--- src/rtl/pc_stack_unit.sv ---
// pc_stack_unit
// Program counter with a hardware call/return stack, skip support and
// explicit branch loading. The counter drives the ROM address; ops come
// from decode and take effect on the next rising clock edge.
//
// Optional build macro: PC_STACK_GUARD_EN
//   undefined (default): the stack is a true circular buffer. A CALL on a
//     full stack overwrites the oldest entry. A RET on an empty stack
//     returns whatever stale entry sits below the pointer.
//   defined: a CALL on a full stack drops the push. A RET on an empty stack
//     returns to RESET_VECTOR and leaves the pointer alone.
// In both builds, overflow and underflow are sticky until reset.

module pc_stack_unit #(
  parameter int PC_WIDTH     = 11,
  parameter int STACK_DEPTH  = 8,
  parameter int RESET_VECTOR = 0
) (
  input  logic                         clk,
  input  logic                         reset,
  input  logic                         op_valid,
  input  logic [2:0]                   op,
  input  logic [PC_WIDTH-1:0]          target,
  output logic [PC_WIDTH-1:0]          counter,
  output logic [PC_WIDTH-1:0]          tos,
  output logic [$clog2(STACK_DEPTH):0] depth,
  output logic                         stack_full,
  output logic                         stack_empty,
  output logic                         overflow,
  output logic                         underflow
);

  localparam int PTR_W   = $clog2(STACK_DEPTH);
  localparam int DEPTH_W = PTR_W + 1;

  localparam logic [PC_WIDTH-1:0] RESET_PC   = PC_WIDTH'(RESET_VECTOR);
  localparam logic [DEPTH_W-1:0]  FULL_DEPTH = DEPTH_W'(STACK_DEPTH);

  // Op encoding as seen on the decode interface; 6 and 7 fall into default.
  typedef enum logic [2:0] {
    OP_HOLD = 3'd0,
    OP_INC  = 3'd1,
    OP_SKIP = 3'd2,
    OP_JUMP = 3'd3,
    OP_CALL = 3'd4,
    OP_RET  = 3'd5
  } op_e;

  logic [PC_WIDTH-1:0] stack_mem [STACK_DEPTH];

  logic [PTR_W-1:0]    ptr;
  logic [PTR_W-1:0]    ptr_next;
  logic [PTR_W-1:0]    ptr_dec;
  logic [PC_WIDTH-1:0] counter_next;
  logic [PC_WIDTH-1:0] return_addr;
  logic [PC_WIDTH-1:0] below_ptr;
  logic [DEPTH_W-1:0]  depth_next;
  logic                overflow_next;
  logic                underflow_next;
  logic                push_en;

  // The pointer addresses the next free slot, so the top entry is one below.
  // The decrement wraps, which is what lets an empty-stack RET reach stale data.
  assign ptr_dec     = ptr - PTR_W'(1);
  assign below_ptr   = stack_mem[ptr_dec];
  assign return_addr = counter + PC_WIDTH'(1);

  assign stack_full  = (depth == FULL_DEPTH);
  assign stack_empty = (depth == '0);
  assign tos         = stack_empty ? '0 : below_ptr;

  // Next-state selection for the counter, the stack pointer, the depth and the sticky flags.
  always_comb begin
    counter_next   = counter;
    ptr_next       = ptr;
    depth_next     = depth;
    overflow_next  = overflow;
    underflow_next = underflow;
    push_en        = 1'b0;

    if (op_valid) begin
      case (op)
        OP_HOLD: begin
        end
        OP_INC: begin
          counter_next = counter + PC_WIDTH'(1);
        end
        OP_SKIP: begin
          counter_next = counter + PC_WIDTH'(2);
        end
        OP_JUMP: begin
          counter_next = target;
        end
        OP_CALL: begin
          counter_next = target;
          if (stack_full) begin
            overflow_next = 1'b1;
`ifndef PC_STACK_GUARD_EN
            push_en  = 1'b1;
            ptr_next = ptr + PTR_W'(1);
`endif
          end else begin
            push_en    = 1'b1;
            ptr_next   = ptr + PTR_W'(1);
            depth_next = depth + DEPTH_W'(1);
          end
        end
        OP_RET: begin
          if (stack_empty) begin
            underflow_next = 1'b1;
`ifdef PC_STACK_GUARD_EN
            counter_next = RESET_PC;
`else
            counter_next = below_ptr;
            ptr_next     = ptr_dec;
`endif
          end else begin
            counter_next = below_ptr;
            ptr_next     = ptr_dec;
            depth_next   = depth - DEPTH_W'(1);
          end
        end
        default: begin
        end
      endcase
    end
  end

  // Architectural state register. Reset discards any op in flight.
  always_ff @(posedge clk or negedge reset) begin
    if (!reset) begin
      counter   <= RESET_PC;
      ptr       <= '0;
      depth     <= '0;
      overflow  <= 1'b0;
      underflow <= 1'b0;
    end else begin
      counter   <= counter_next;
      ptr       <= ptr_next;
      depth     <= depth_next;
      overflow  <= overflow_next;
      underflow <= underflow_next;
    end
  end

  // Return-address storage. It is cleared on reset so that stale reads are deterministic.
  always_ff @(posedge clk or negedge reset) begin
    if (!reset) begin
      for (int i = 0; i < STACK_DEPTH; i++) begin
        stack_mem[i] <= '0;
      end
    end else if (push_en) begin
      stack_mem[ptr] <= return_addr;
    end
  end

endmodule

--- config.mk ---
export PLATFORM = sky130hd
export DESIGN_NAME = pc_stack_unit
export DESIGN_NICKNAME = d
export VERILOG_FILES = /design/src/rtl/pc_stack_unit.sv
export SDC_FILE = /design/constraint.sdc
export NUM_CORES = 1
export LEC_CHECK = 0
export CORE_MARGIN = 2
export CORE_UTILIZATION = 44
export DETAILED_ROUTE_END_ITERATION = 6
export PLACE_DENSITY = 0.61
export SKIP_CTS_REPAIR_TIMING = 1
export SLEW_MARGIN = 20
export SYNTH_ARGS = -nofsm -noshare
export SYNTH_HDL_FRONTEND = slang
export SYNTH_SLANG_ARGS = --single-unit
--- constraint.sdc ---
create_clock -name clk -period 7.3 [get_ports clk]
set_clock_uncertainty 0.05 [all_clocks]
set_input_delay 0.73 -clock clk [delete_from_list [all_inputs] [get_ports clk]]
set_output_delay 0.73 -clock clk [all_outputs]
set_load 0.01 [all_outputs]
Word level (Yosys, flattened, before mapping)
Cells that the tools add are included.
- bits in registers: 108
- latch bits: 0
- bits in writable memories: 0
- ROM bits: 0
- input bits: 17
- output and inout bits: 30
- memories kept: 0
- $add $sub $neg: 6
- multiply operators: 0
- div/mod/pow operators: 0
- order comparisons: 3
- equal/unequal tests: 8
- shifts and indexed selects: 0
- muxes and demuxes: 14
- bitwise logic cells: 2
- reductions and logical operators: 10
- operators with widths (cell ; count):
    bitwise mux 88 bit ; 1
    two-way mux 11 bit ; 4
    case mux 11 bit (4 select lines) ; 1
    binary-select mux 11 bit (select 3 bit) ; 1
    demux 11 bit (select 3 bit) ; 1
    adder 11 x 1 -> 11 bit (second input constant) ; 1
    adder 11 x 2 -> 11 bit (second input constant) ; 1
    >= comparator 4 bit (second input constant) ; 2
    two-way mux 4 bit ; 2
    inverter 3 -> 4 bit ; 2
    case mux 4 bit (2 select lines) ; 1
    equality test 3 x 2 -> 1 bit (second input constant) ; 2
    equality test 3 bit (second input constant) ; 2
    case mux 3 bit (2 select lines) ; 1
    AND reduction 3 bit ; 2
    adder 4 x 1 -> 4 bit (second input constant) ; 1
    equality test 4 bit (second input constant) ; 1
    logical NOT 4 bit ; 1
    less-than comparator 4 x 1 -> 1 bit (second input constant) ; 1
    inequality test 2 bit (second input constant) ; 2
    AND reduction 2 bit ; 2
    AND reduction 4 bit ; 1
    nonzero test 4 bit ; 1
    subtractor 4 x 1 -> 4 bit (second input constant) ; 1
    7 further kinds ; 8

Longest topological paths before layout
- word-level depth: 6
- depth in mapped cells: 11
- gate-level depth less buffers: 7

Worst setup path after synthesis
No wires, ideal clock.
- path kind: reg-to-output
- start point: register ptr[0]
- end point: output tos[2]
- data arrival time: 2318 ps
- data required time: 6520 ps
- path slack: 4202 ps
- cell stages (with the launch flop): 9
- buffers on the path: 2
- path through: dfrtp_1 -> buf_4 -> inv_1 -> buf_2 -> ha_1 -> xor2_4 -> mux4_1 -> mux2i_1 -> nor2_1
- cells in the longest elaborated chain, start to end: 6
- RTL lines (item ; RTL line ; text):
    start: declaration ; 51 ; logic [PTR_W-1:0] ptr;
    start signal: assignment ; 139 ; ptr <= ptr_next;
    subtractor 3 x 1 -> 3 bit ; 64 ; assign ptr_dec = ptr - PTR_W'(1);
    via ptr_dec[0] ; 53 ; logic [PTR_W-1:0] ptr_dec;
    inverter 3 -> 4 bit (not written as such) ; 65 ; assign below_ptr = stack_mem[ptr_dec];
    binary-select mux 11 bit (select 3 bit) ; 65 ;
    two-way mux 11 bit (not written as such) (2 in series) ; 65 ;
    two-way mux 11 bit ; 70 ; assign tos = stack_empty ? '0 : below_ptr;
    end: declaration ; 25 ; output logic [PC_WIDTH-1:0] tos,
The timed path passes the listed nets, and every way through them passes these cells. The select of a mux whose other input is x is not followed.

Worst setup path after layout
- start point: register ptr[0]
- end point: output tos[2]
- cells in the longest elaborated chain, start to end: 6
- RTL lines (item ; RTL line):
    subtractor 3 x 1 -> 3 bit ; 64
    inverter 3 -> 4 bit (not written as such) ; 65
    binary-select mux 11 bit (select 3 bit) ; 65
    two-way mux 11 bit (not written as such) (2 in series) ; 65
    two-way mux 11 bit ; 70
Every way passes these cells. The select of a mux whose other input is x is not followed.

==> results.toml <==
[cts]
clk-insertion-delay-late_ns = 0.35
clkTransAtPathRegs_ns = 0.07
cts_root_buf = "clkbuf_16"
h-tree-depth = 3
cts_made_buffers = 9
cts_sinks = 108
cts_tree = "yes"
ctsLongestPathBuffers = 2

[die]
ios = 47
initial_core_util_pct = 45.42
dieArea_um2 = 13410
core_um2 = 12110
fp.dieH_um = 115.8
rows = 40
die_x_um = 115.8

[drt]
vias = 4201
routed_via_density = 5.669
drt_iter0_drc = 412
drc = 0
routed_wl_mm = 13.96
drt-wirelength-per-cell_um = 18.84
postRouteAntennaNets = 0
dr.pass1.iters = 5

[global_route]
antenna_found_initial = 0
grt_pass1_wl_mm = 22.67
grt_pass1_vias = 4173
grt_start_max_net_pins = 60
grt-ovfl-total = 0
grt_use_total_pct = 22.42

[worst_setup_path]
reg2regPathDepth = 7
crit_arrival_ns = 3.65
cp_max_fo = 17
cp.required_ns = 6.52
cp-start-kind = "flop"
cp-end-kind = "output port"
critical_path_class = "reg -> out"

[power_and_ir_drop]
swShare_pct = 38.10
p_per_area_nw_per_um2 = 438.0
pwr-share-clk_pct = 16.6
seqPwrFrac_pct = 36.7
power_frac_comb_pct = 46.7
vdd_drop_max_mv = 0.2002
switchingPower_uw = 1059
intPower_uw = 1720
power_uw = 2779
power_leakage_uw = 0.002726

[sta]
max_freq_mhz = 225.9
setup_viol = 0
setup-tns-final_ns = 0
finalCritPeriodShare_pct = 60.64
slew-limit-headroom_pct = 26.99
slew_viol_final = 0
tightest_slew_ns = 1.092
rsz0062_at_grt = "false"
period_minus_slack_ns = 4.427
hold_viol = 0

[yosys]
synthMostInstantiatedCell = "dfrtp_1"
synth_enable_flop_cells = 0
synth_cell_types = 50
synth_area_leader_cell = "dfrtp_1"
syn_inst = 543
synth.area.top_cells = "dfrtp_1 49%, mux4_2 7.0%, nor2_1 4.8%"
yosys_warnings = 0
syn_area_um2 = 5502
netlist_top_cells_count = "108 x dfrtp_1, 70 x nor2_1, 61 x nand2_1, 52 x a21oi_1, 44 x o21ai_0"
syn_nets = 565
synth_top_area_share_pct = 49.12
syn_area_per_cell_um2 = 10.13
synth_seq_cells = 108
synth_seq_area_share_pct = 49.12
synth_ff_type = "dfrtp_1"
synthArstFlopShare_pct = 100.0

[final_layout]
syn_to_final_growth_pct = 15.31
final_nets = 592
drive_above_1_share_pct = 9.424
seq_area_um2 = 2703
fin_area_um2 = 6344
multi_input_area_um2 = 2618
fin_util_pct = 52.38
antennaDiodeCount = 0
nFillCells = 1102

[placement]
place_area_um2 = 6067
dp_hpwl_mm = 9.366
place_congestion = 0.8632
io_buffers = 46

[flow_run]
drv_cap = 0

[worst_hold_path]
worstHoldPathType = "in -> async"

[run_status]
status = "completed"
## worst paths after layout
check                               endpoint  startpoint  slack (ns)
min in group clk                    overflow    overflow        0.41
worst min-delay path                depth[2]       reset        0.35
worst max-delay path                  tos[2]      ptr[0]        2.87
worst max register to register    counter[2]      ptr[0]        4.07
worst min register to register      overflow    overflow        0.41
max in group asynchronous       stack_mem[7]       reset        5.64
## critical path, cell delays in order (launching register included)
cell,delay [ns]
dfrtp_1,0.38
inv_1,0.38
ha_1,0.36
xor2_4,0.70
mux4_1,0.65
mux2i_1,0.28
nor2_1,0.07
clkdlybuf4s50_1,0.48
## power by group through the flow
| stage | clock (uW) | sequential (uW) | combinational [uW] |
|---|---|---|---|
| 6_report | 462 | 1020 | 1300 |
| 5_1_grt | 494 | 1050 | 1420 |
| 4_1_cts | 470 | 1020 | 1300 |
| 3_5_place_dp | 0 | 1030 | 1300 |
| 3_3_place_gp | 0 | 1010 | 1270 |
| 2_1_floorplan | 0 | 972 | 862 |
## placed cells by master, fill, tap and decap left out, types with 3 or more instances in the layout
cell type,count
dfrtp_1,108
nor2_1,70
nand2_1,61
a21oi_1,52
clkdlybuf4s50_1,45
o21ai_0,44
mux2i_1,21
xor2_1,18
mux4_2,17
nand3_1,10
xnor2_1,9
clkbuf_16,9
mux2_2,8
buf_4,8
inv_1,7
nor3_1,5
nand4_1,5
o21ai_1,5
and3_1,5
a211oi_1,5
ha_1,5
or3_1,4
a21o_1,4
nor4_2,3
o21a_1,3
a311oi_1,3
o211ai_1,3
## through the flow
stage	hold slack, ns	cells	setup WS, ns
floorplan	0.3844	543	4.202
global placement	0.3889	727	3.295
detailed placement	0.3941	727	3.243
CTS	0.3748	741	2.846
global route	0.3964	741	2.716
finish	0.3492	741	2.873
## kinds of logic after synthesis
family / after synthesis / share of synthesized area [%]
mux: 48 / 13.37
flops: 108 / 49.12
simple gates: 178 / 14.21
fa+ha+maj: 5 / 1.137
compound gates: 132 / 13.62
xor+xnor: 28 / 4.799
buf+inv: 44 / 3.730
## sequential cells by signal, indices dropped and copies added, names as in the netlist
| register | count |
|---|---|
| counter | 11 |
| stack_mem | 88 |
| ptr | 3 |
| depth | 4 |
| overflow | 1 |
| underflow | 1 |
## cell type report
cell class | instances | share of cell area, %
sequential | 108 | 42.60
multi-input combinational | 391 | 41.26
timing repair buffer | 53 | 8.047
clock buffer | 11 | 3.984
tap | 168 | 3.314
inverter | 7 | 0.4142
clock inverter | 3 | 0.3748
## per-layer routing
metal	GRT usage, %	wire [um]	up-vias
li1	-	-	1961
met1	31.14	6298	2092
met3	2.667	740	21
met2	36.26	6641	127
met4	8.889	282	0
met5	0	0	-
Power figures use the tool's default switching activity.
